File: config.mk
export PLATFORM = sky130hd
export DESIGN_NAME = vid_fetch_agen_flat
export DESIGN_NICKNAME = d
export VERILOG_FILES = /design/src/rtl/vid_pkg.sv /design/src/rtl/vid_fetch_agen_if.sv /design/src/rtl/vid_fetch_q.sv /design/src/rtl/vid_fetch_agen.sv /design/src/flat_wrapper.sv
export SDC_FILE = /design/constraint.sdc
export NUM_CORES = 1
export LEC_CHECK = 0
export CAP_MARGIN = 20
export CORE_MARGIN = 3
export CORE_UTILIZATION = 65
export DETAILED_ROUTE_END_ITERATION = 6
export DONT_BUFFER_PORTS = 1
export HOLD_SLACK_MARGIN = 0.1
export PLACE_DENSITY = 0.81
export SYNTH_ARGS = -nofsm -noshare
export SYNTH_HDL_FRONTEND = slang
export SYNTH_SLANG_ARGS = --single-unit
File: constraint.sdc
create_clock -name clk -period 4.15 [get_ports clk]
set_input_delay 0.83 -clock clk [delete_from_list [all_inputs] [get_ports clk]]
set_output_delay 0.83 -clock clk [all_outputs]
set_load 0.02 [all_outputs]
File: src/rtl/vid_pkg.sv
// Shared types and helpers for the CRTC-to-VRAM fetch address generator.
//   vid_amode_e  : VRAM addressing mode selected by the mode input
//   vid_state_e  : fetch FSM states
//   f_vid_offset : composes the 16-bit in-page byte offset of a character
package vid_pkg;

    localparam int unsigned MA_W  = 14;
    localparam int unsigned RA_W  = 5;
    localparam int unsigned OFF_W = 16;

    typedef enum logic [1:0] {
        AM_CPC    = 2'd0,
        AM_ALESTE = 2'd1,
        AM_LINEAR = 2'd2,
        AM_HIRES  = 2'd3
    } vid_amode_e;

    typedef enum logic {
        ST_IDLE  = 1'b0,
        ST_ISSUE = 1'b1
    } vid_state_e;

    // Only the low three row-address bits ever reach the offset.
    function automatic logic [OFF_W-1:0] f_vid_offset(
        input logic [MA_W-1:0] ma,
        input logic [2:0]      ra,
        input vid_amode_e      mode
    );
        logic [OFF_W-1:0] off;
        off = '0;
        case (mode)
            AM_CPC:    off = {ma[13:12], ra[2:0], ma[9:0], 1'b0};
            AM_ALESTE: off = {ra[0], ma[13:0], 1'b0};
            AM_LINEAR: off = {1'b0, ma[13:0], 1'b0};
            AM_HIRES:  off = {ra[1:0], ma[12:0], 1'b0};
            default:   off = {1'b0, ma[13:0], 1'b0};
        endcase
        return off;
    endfunction

endpackage

File: src/rtl/vid_fetch_agen_if.sv
// VRAM arbiter read-request bus.
//   req  : read request            (master -> slave)
//   addr : byte address            (master -> slave)
//   idx  : beat index in character (master -> slave)
//   last : final beat of character (master -> slave)
//   ack  : beat accepted           (slave -> master)
interface vid_fetch_agen_if #(
    parameter int unsigned ADDR_W = 24,
    parameter int unsigned IDX_W  = 1
) ();

    logic              req;
    logic [ADDR_W-1:0] addr;
    logic [IDX_W-1:0]  idx;
    logic              last;
    logic              ack;

    modport master (output req, addr, idx, last, input ack);
    modport slave  (input req, addr, idx, last, output ack);

endinterface

File: src/rtl/vid_fetch_q.sv
// Synchronous character queue, DEPTH entries of W bits.
//   clk, rst     : clock, synchronous active-high reset
//   flush        : empties the queue (wins over push/pop)
//   push, wdata  : write an entry; accepted when not full or when popping
//   pop          : drop the head entry
//   head_nxt_c   : head entry as it will be after this cycle's push/pop
//   empty_nxt_c  : queue will be empty after this cycle
//   full_c       : queue holds DEPTH entries
//   empty_c      : queue holds no entries
//   count        : number of entries held
module vid_fetch_q #(
    parameter int unsigned W     = 24,
    parameter int unsigned DEPTH = 2,
    parameter int unsigned CNT_W = $clog2(DEPTH + 1)
) (
    input  logic             clk,
    input  logic             rst,
    input  logic             flush,
    input  logic             push,
    input  logic             pop,
    input  logic [W-1:0]     wdata,
    output logic [W-1:0]     head_nxt_c,
    output logic             empty_nxt_c,
    output logic             full_c,
    output logic             empty_c,
    output logic [CNT_W-1:0] count
);

    localparam int unsigned PTR_W = (DEPTH > 1) ? $clog2(DEPTH) : 1;

    logic [W-1:0]     mem_q [DEPTH];
    logic [PTR_W-1:0] rd_ptr;
    logic [PTR_W-1:0] wr_ptr;
    logic [CNT_W-1:0] count_nxt;
    logic             push_ok;
    logic             pop_ok;

    function automatic logic [PTR_W-1:0] f_inc(input logic [PTR_W-1:0] p);
        return (p == PTR_W'(DEPTH - 1)) ? '0 : p + PTR_W'(1);
    endfunction

    assign full_c  = (count == CNT_W'(DEPTH));
    assign empty_c = (count == '0);

    // A full queue still takes a write when its head leaves the same cycle.
    assign pop_ok  = pop & ~empty_c & ~flush;
    assign push_ok = push & (~full_c | pop_ok) & ~flush;

    // Next occupancy
    always_comb begin
        count_nxt = count;
        if (flush) begin
            count_nxt = '0;
        end else begin
            case ({push_ok, pop_ok})
                2'b10:   count_nxt = count + CNT_W'(1);
                2'b01:   count_nxt = count - CNT_W'(1);
                default: count_nxt = count;
            endcase
        end
    end

    assign empty_nxt_c = (count_nxt == '0);

    // Look-ahead head so the consumer can register its outputs
    always_comb begin
        head_nxt_c = wdata;
        if (pop_ok) begin
            if (count > CNT_W'(1)) begin
                head_nxt_c = mem_q[f_inc(rd_ptr)];
            end
        end else if (!empty_c) begin
            head_nxt_c = mem_q[rd_ptr];
        end
    end

    // Pointers and occupancy
    always_ff @(posedge clk) begin
        if (rst || flush) begin
            rd_ptr <= '0;
            wr_ptr <= '0;
            count  <= '0;
        end else begin
            if (push_ok) wr_ptr <= f_inc(wr_ptr);
            if (pop_ok)  rd_ptr <= f_inc(rd_ptr);
            count <= count_nxt;
        end
    end

    // Entry storage; validity is tracked by count alone
    always_ff @(posedge clk) begin
        if (push_ok) begin
            mem_q[wr_ptr] <= wdata;
        end
    end

endmodule

File: src/rtl/vid_fetch_agen.sv
// Captures displayed CRTC characters, composes their VRAM byte address and
// issues BURST read beats per character to the VRAM arbiter.
//   clk, rst       : clock, synchronous active-high reset
//   char_stb, de   : character strobe and display enable from the CRTC
//   crtc_ma/ra     : CRTC memory / row address
//   mode           : addressing mode (vid_amode_e)
//   page_reg       : upper address bits, captured with each character
//   flush          : abort all pending fetches
//   mem            : read-request bus (req/addr/idx/last out, ack in)
//   busy           : queue non-empty
//   overrun        : sticky, a character was dropped; ovr_clr clears it
module vid_fetch_agen
    import vid_pkg::*;
#(
    parameter int unsigned ADDR_W = 24,
    parameter int unsigned BURST  = 2,
    parameter int unsigned QDEPTH = 2,
    parameter int unsigned IDX_W  = (BURST > 1) ? $clog2(BURST) : 1
) (
    input  logic                 clk,
    input  logic                 rst,
    input  logic                 char_stb,
    input  logic                 de,
    input  logic [13:0]          crtc_ma,
    input  logic [4:0]           crtc_ra,
    input  logic [1:0]           mode,
    input  logic [ADDR_W-17:0]   page_reg,
    input  logic                 flush,
    vid_fetch_agen_if.master     mem,
    output logic                 busy,
    output logic                 overrun,
    input  logic                 ovr_clr
);

    localparam int unsigned PAGE_W = ADDR_W - 16;
    localparam int unsigned ENT_W  = PAGE_W + OFF_W;
    localparam int unsigned CNT_W  = $clog2(QDEPTH + 1);
    localparam logic [IDX_W-1:0] LAST_IDX = IDX_W'(BURST - 1);

    vid_state_e        state_q;
    vid_state_e        state_nxt;
    logic [IDX_W-1:0]  idx_q;
    logic [IDX_W-1:0]  idx_nxt;
    logic              req_q;
    logic              last_q;
    logic [ADDR_W-1:0] addr_q;
    logic [ADDR_W-1:0] addr_nxt;

    logic [ENT_W-1:0]  wdata;
    logic [ENT_W-1:0]  head_nxt_c;
    logic              empty_nxt_c;
    logic              full_c;
    logic              empty_c;
    logic [CNT_W-1:0]  q_count;

    logic              beat_last_c;
    logic              push_req_c;
    logic              push_c;
    logic              pop_c;
    logic              ovr_set_c;
    logic              unused_ra_c;

    assign unused_ra_c = ^crtc_ra[4:3];

    // Queue entry: base page plus in-page offset, frozen at capture time
    assign wdata = {page_reg, f_vid_offset(crtc_ma, crtc_ra[2:0], vid_amode_e'(mode))};

    assign beat_last_c = (idx_q == LAST_IDX);
    assign pop_c       = (state_q == ST_ISSUE) & mem.ack & beat_last_c & ~flush;
    assign push_req_c  = char_stb & de & ~flush;
    assign push_c      = push_req_c & (~full_c | pop_c);
    assign ovr_set_c   = push_req_c & full_c & ~pop_c;

    vid_fetch_q #(
        .W     (ENT_W),
        .DEPTH (QDEPTH),
        .CNT_W (CNT_W)
    ) u_q (
        .clk         (clk),
        .rst         (rst),
        .flush       (flush),
        .push        (push_c),
        .pop         (pop_c),
        .wdata       (wdata),
        .head_nxt_c  (head_nxt_c),
        .empty_nxt_c (empty_nxt_c),
        .full_c      (full_c),
        .empty_c     (empty_c),
        .count       (q_count)
    );

    // Next state, beat index and beat address
    always_comb begin
        state_nxt = state_q;
        idx_nxt   = idx_q;
        if (flush) begin
            state_nxt = ST_IDLE;
            idx_nxt   = '0;
        end else begin
            case (state_q)
                ST_IDLE: begin
                    if (!empty_c || push_c) begin
                        state_nxt = ST_ISSUE;
                        idx_nxt   = '0;
                    end
                end
                ST_ISSUE: begin
                    if (mem.ack) begin
                        if (beat_last_c) begin
                            idx_nxt = '0;
                            if (empty_nxt_c) state_nxt = ST_IDLE;
                        end else begin
                            idx_nxt = idx_q + IDX_W'(1);
                        end
                    end
                end
                default: begin
                    state_nxt = ST_IDLE;
                    idx_nxt   = '0;
                end
            endcase
        end
        // Carry out of the offset is discarded so beats wrap inside the page
        addr_nxt = {head_nxt_c[ENT_W-1:OFF_W],
                    OFF_W'(head_nxt_c[OFF_W-1:0] + OFF_W'(idx_nxt))};
    end

    // State and registered bus outputs
    always_ff @(posedge clk) begin
        if (rst) begin
            state_q <= ST_IDLE;
            idx_q   <= '0;
            req_q   <= 1'b0;
            last_q  <= 1'b0;
            addr_q  <= '0;
        end else begin
            state_q <= state_nxt;
            idx_q   <= idx_nxt;
            req_q   <= (state_nxt == ST_ISSUE);
            last_q  <= (state_nxt == ST_ISSUE) && (idx_nxt == LAST_IDX);
            addr_q  <= (state_nxt == ST_ISSUE) ? addr_nxt : '0;
        end
    end

    // Sticky overrun; a new drop wins over a same-cycle clear
    always_ff @(posedge clk) begin
        if (rst) begin
            overrun <= 1'b0;
        end else if (ovr_set_c) begin
            overrun <= 1'b1;
        end else if (ovr_clr) begin
            overrun <= 1'b0;
        end
    end

    assign mem.req  = req_q;
    assign mem.addr = addr_q;
    assign mem.idx  = idx_q;
    assign mem.last = last_q;
    assign busy     = (q_count != '0);

endmodule
File: src/flat_wrapper.sv
// flat-port wrapper written by rule: the top's interface ports become plain ports
module vid_fetch_agen_flat import vid_pkg::*;
#(
    parameter int unsigned ADDR_W = 24,
    parameter int unsigned BURST  = 2,
    parameter int unsigned QDEPTH = 2,
    parameter int unsigned IDX_W  = (BURST > 1) ? $clog2(BURST) : 1
)
  (clk, rst, char_stb, de, crtc_ma, crtc_ra, mode, page_reg, flush, busy, overrun, ovr_clr, mem_req, mem_addr, mem_idx, mem_last, mem_ack);
  vid_fetch_agen_if #(.ADDR_W(ADDR_W), .IDX_W(IDX_W)) mem_i ();
  input  logic clk;
  input  logic rst;
  input  logic char_stb;
  input  logic de;
  input  logic [13:0] crtc_ma;
  input  logic [4:0] crtc_ra;
  input  logic [1:0] mode;
  input  logic [ADDR_W-17:0] page_reg;
  input  logic flush;
  output logic busy;
  output logic overrun;
  input  logic ovr_clr;
  output wire logic [$bits(mem_i.req)-1:0] mem_req;
  output wire logic [$bits(mem_i.addr)-1:0] mem_addr;
  output wire logic [$bits(mem_i.idx)-1:0] mem_idx;
  output wire logic [$bits(mem_i.last)-1:0] mem_last;
  input wire logic [$bits(mem_i.ack)-1:0] mem_ack;
  assign mem_req = mem_i.req;
  assign mem_addr = mem_i.addr;
  assign mem_idx = mem_i.idx;
  assign mem_last = mem_i.last;
  assign mem_i.ack = mem_ack;
  vid_fetch_agen #(.ADDR_W(ADDR_W), .BURST(BURST), .QDEPTH(QDEPTH), .IDX_W(IDX_W)) u_core (.clk(clk), .rst(rst), .char_stb(char_stb), .de(de), .crtc_ma(crtc_ma), .crtc_ra(crtc_ra), .mode(mode), .page_reg(page_reg), .flush(flush), .mem(mem_i), .busy(busy), .overrun(overrun), .ovr_clr(ovr_clr));
endmodule
==> impl_results.md <==
* Outcome: finished, final reports clean
* Inserted Diodes at 0
* Clock transition at path regs at 0.08 ns
* Synthesized flop and latch total at 79
* Vias per inst at 6.43
* YS warnings at 0
* Cells on worst reg2reg path at 11
* Commonest cells after routing, fill and taps aside: edfxtp_1, dfxtp_1, mux2i_1
* Fin cells at 324
* CTS tree: done
* Async SR Flop Fraction at 0%
* CORE AREA at 4880 µm²
* Relative slew slack at 27.0%
* Post-route ant nets at 0
* Startpoint Class: flip-flop
* Clk_lat worst skew at 0.34 ns
* Netlist Area Pre-Place at 3390 µm²
* Vias in the first global route at 2,163
* Final Hold Viols at 0
* Filler instances at 315
* Hold Crit Start: u_core.u_q.wr_ptr$_SDFFE_PP0N_
* DRT iter0 DRCs at 161
* Power per Cell Area at 417 nW/µm²
* Netlist cell types at 34
* Slew @ Worst Pin at 1.09 ns
* # nets final at 293
* First-pass GRT wire length at 10,700 µm
* Largest net degree at the start of global routing at 24
* Worst EP required at 4.39 ns
* Die Y-Extent at 78.2 µm
* Min-Delay Path Class: reg2reg
* Sequential cell area at 2040 µm²
* I/O Buffers at 0
* Syn Inst Count at 247
* DRT Pass-1 Iters at 4
* Final worst path period share at 74.4%
* Sequential area share after synthesis at 60.3%
* CP arrival at 3.33 ns
* CP cell instances: inv_1, ha_1, inv_1, nand2_2, a21oi_1, ha_1, and2b_2, a211oi_2, o311ai_4, buf_4, a211oi_1
* Share of cells above drive strength 1 at 23.7%
* CP endpoint kind: flip-flop
* Peak VDD IR at 0.388 mV
* Clock Skews at 0.00805 ns
* Sink Count at 79
* Initial core utilization at 69.4%
* Clock root cell: clkbuf_8
* Max stage delay on crit path at 0.43 ns
* Ranking of synthesized cells by area: edfxtp_1, dfxtp_1, mux2_2
* Slew Limit Fails at 0
* FMAX at 324 MHz
* I/O pin total at 65
* Commonest non-fill, non-tap cell in the layout: edfxtp_1
* Crit path kind: reg2reg
* Final setup vio count at 0
* Post-CTS sizing at 0
* Clock buffer depth at 2
* RePlAce Congestion at 0.829
* WL per Instance at 19.7 µm
* Final wirelength at 6400 µm
* Hold endpoint: u_core.u_q.wr_ptr$_SDFFE_PP0N_
* Die Width at 78.2 µm
* Syn_nets at 288
* Die area at 6120 µm²
* Crit path max-delay family: compound AO/OA/AOI/OAI gates
* Post-CTS setup buffers at 0
* Synth area leader: edfxtp_1
* Congestion Overflow GR at 0
* GRT Overall Usage at 23.0%
* Worst Hold Depth at 2
* Post-Syn Area per Cell at 13.7 µm²
* Row cnt at 25
* Min Tclk post-route at 3.09 ns
* Flop2flop setup slack at 1.06 ns
* Leak pwr at 0.00120 µW
* H-tree Lvls at 3
* Hpwl dp at 4040 µm
* RSZ-0062 raised after global routing: no
* Number of max-cap violations at 0
* Area fraction of the dominant cell type after synthesis at 40.8%
* CP startpoint: u_core.u_q.count[0]$_SDFF_PP0_
* Fin Setup TNS at 0 ns
* # DRC at 0
* Max FO, Critical Path at 15
* DP Cell Count at 307
* Layout area overhead at 8.83%
* Routed via count at 2,083
* Buf/Inv on CP at 3
* CP max stage cell: dfxtp_1
* Multi-input gate area at 1250 µm²
* Post-synth EDFFs at 46
* R2r endpoint: u_core.mem.addr[3]$_SDFF_PP0_
* Initial antenna violation count at 0
* Worst r2r src: u_core.u_q.count[0]$_SDFF_PP0_
* CTS buffer count at 9
* Prevailing post-synth register cell: edfxtp_1
* Hold-fix buffers, CTS at 0
## report_power, final
group	internal, µW	total, µW	switching, µW
Sequential	843	855	12.1
Clock	355	622	267
Combinational	26.7	59.3	32.6
Total	1220	1540	312
## worst reg2reg max path, cell delays in order (launching register included)
cell and delay, ns:
dfxtp_1 0.43, inv_1 0.09, ha_1 0.26, inv_1 0.25
nand2_2 0.16, a21oi_1 0.34, ha_1 0.35, and2b_2 0.23
a211oi_2 0.30, o311ai_4 0.14, buf_4 0.23, a211oi_1 0.23
## cells in the mapped netlist (all sizes together) (3+ instances only)
library cell,count
edfxtp,46
dfxtp,33
o21ai,3
inv,8
o22ai,23
nor2,11
ha,5
mux2,26
a211oi,24
a21oi,4
nand2,4
mux2i,28
buf,13
## stage by stage
stage / power (µW) / utilization (%) / setup slack [ns] / hold WS (ns) / instance area, µm²
floorplan: 918 / - / 1.13 / 0.452 / 3390
global placement: 929 / 70.8 / 0.948 / 0.484 / 3450
detailed placement: 931 / 70.8 / 0.932 / 0.524 / 3450
CTS: 1550 / 75.3 / 1.05 / 0.540 / 3680
global route: 1590 / 75.6 / 0.794 / 0.525 / 3690
finish: 1540 / 75.6 / 1.06 / 0.544 / 3690
## registers in the layout, indices dropped and copies added (netlist names), named ones only
name / count
u_core.u_q.mem_q: 46
u_core.mem.addr: 24
u_core.u_q.count: 2
u_core.mem.idx: 1
u_core.mem.last: 1
u_core.overrun: 1
u_core.state_q: 1
u_core.u_q.rd_ptr: 1
u_core.u_q.wr_ptr: 1
## kinds of logic (layout without fill, tap and decap cells)
kind of cell	Yosys count	count (layout)	synth area share (%)
flip-flops	79	79	60.3
multiplexers	54	54	16.9
buffers and inverters	21	31	3.32
adder cells (fa/ha/maj)	5	5	1.85
AO/OA/AOI/OAI	58	58	12.9
XOR/XNOR	2	2	0.517
AND/OR/NAND/NOR	28	28	4.28
## layout make-up
cell class | instances | share of cell area, %
Clock buffer | 11 | 3.83
Tap cell | 67 | 2.27
Sequential cell | 79 | 55.4
Clock inverter | 5 | 2.21
Inverter | 8 | 0.814
Multi-Input combinational cell | 147 | 34.0
Timing Repair Buffer | 7 | 1.53
## layer usage
metal	wire length, µm	GRT usage [%]	vias up	share of wire, %
met4	116	8.22	0	1.8
met1	2720	29.2	1020	43
met5	0	0	-	0
met3	473	7.91	14	7.4
li1	-	-	966	-
met2	3080	36.9	83	48
## worst max path at each step
stage                                                   end  slack [ns]  depth (start not counted)
after floorplan           u_core.u_q.mem_q[0][10]$_DFFE_PP_        1.13                          5
after global placement       u_core.mem.addr[19]$_SDFF_PP0_        0.95                          9
after detailed placement      u_core.mem.addr[3]$_SDFF_PP0_        0.93                          9
after CTS                     u_core.mem.addr[3]$_SDFF_PP0_        1.05                         11
after global routing          u_core.mem.addr[8]$_SDFF_PP0_        0.79                         11
final                         u_core.mem.addr[3]$_SDFF_PP0_        1.06                         11
Note: power is estimated with default switching activity, not from simulation.
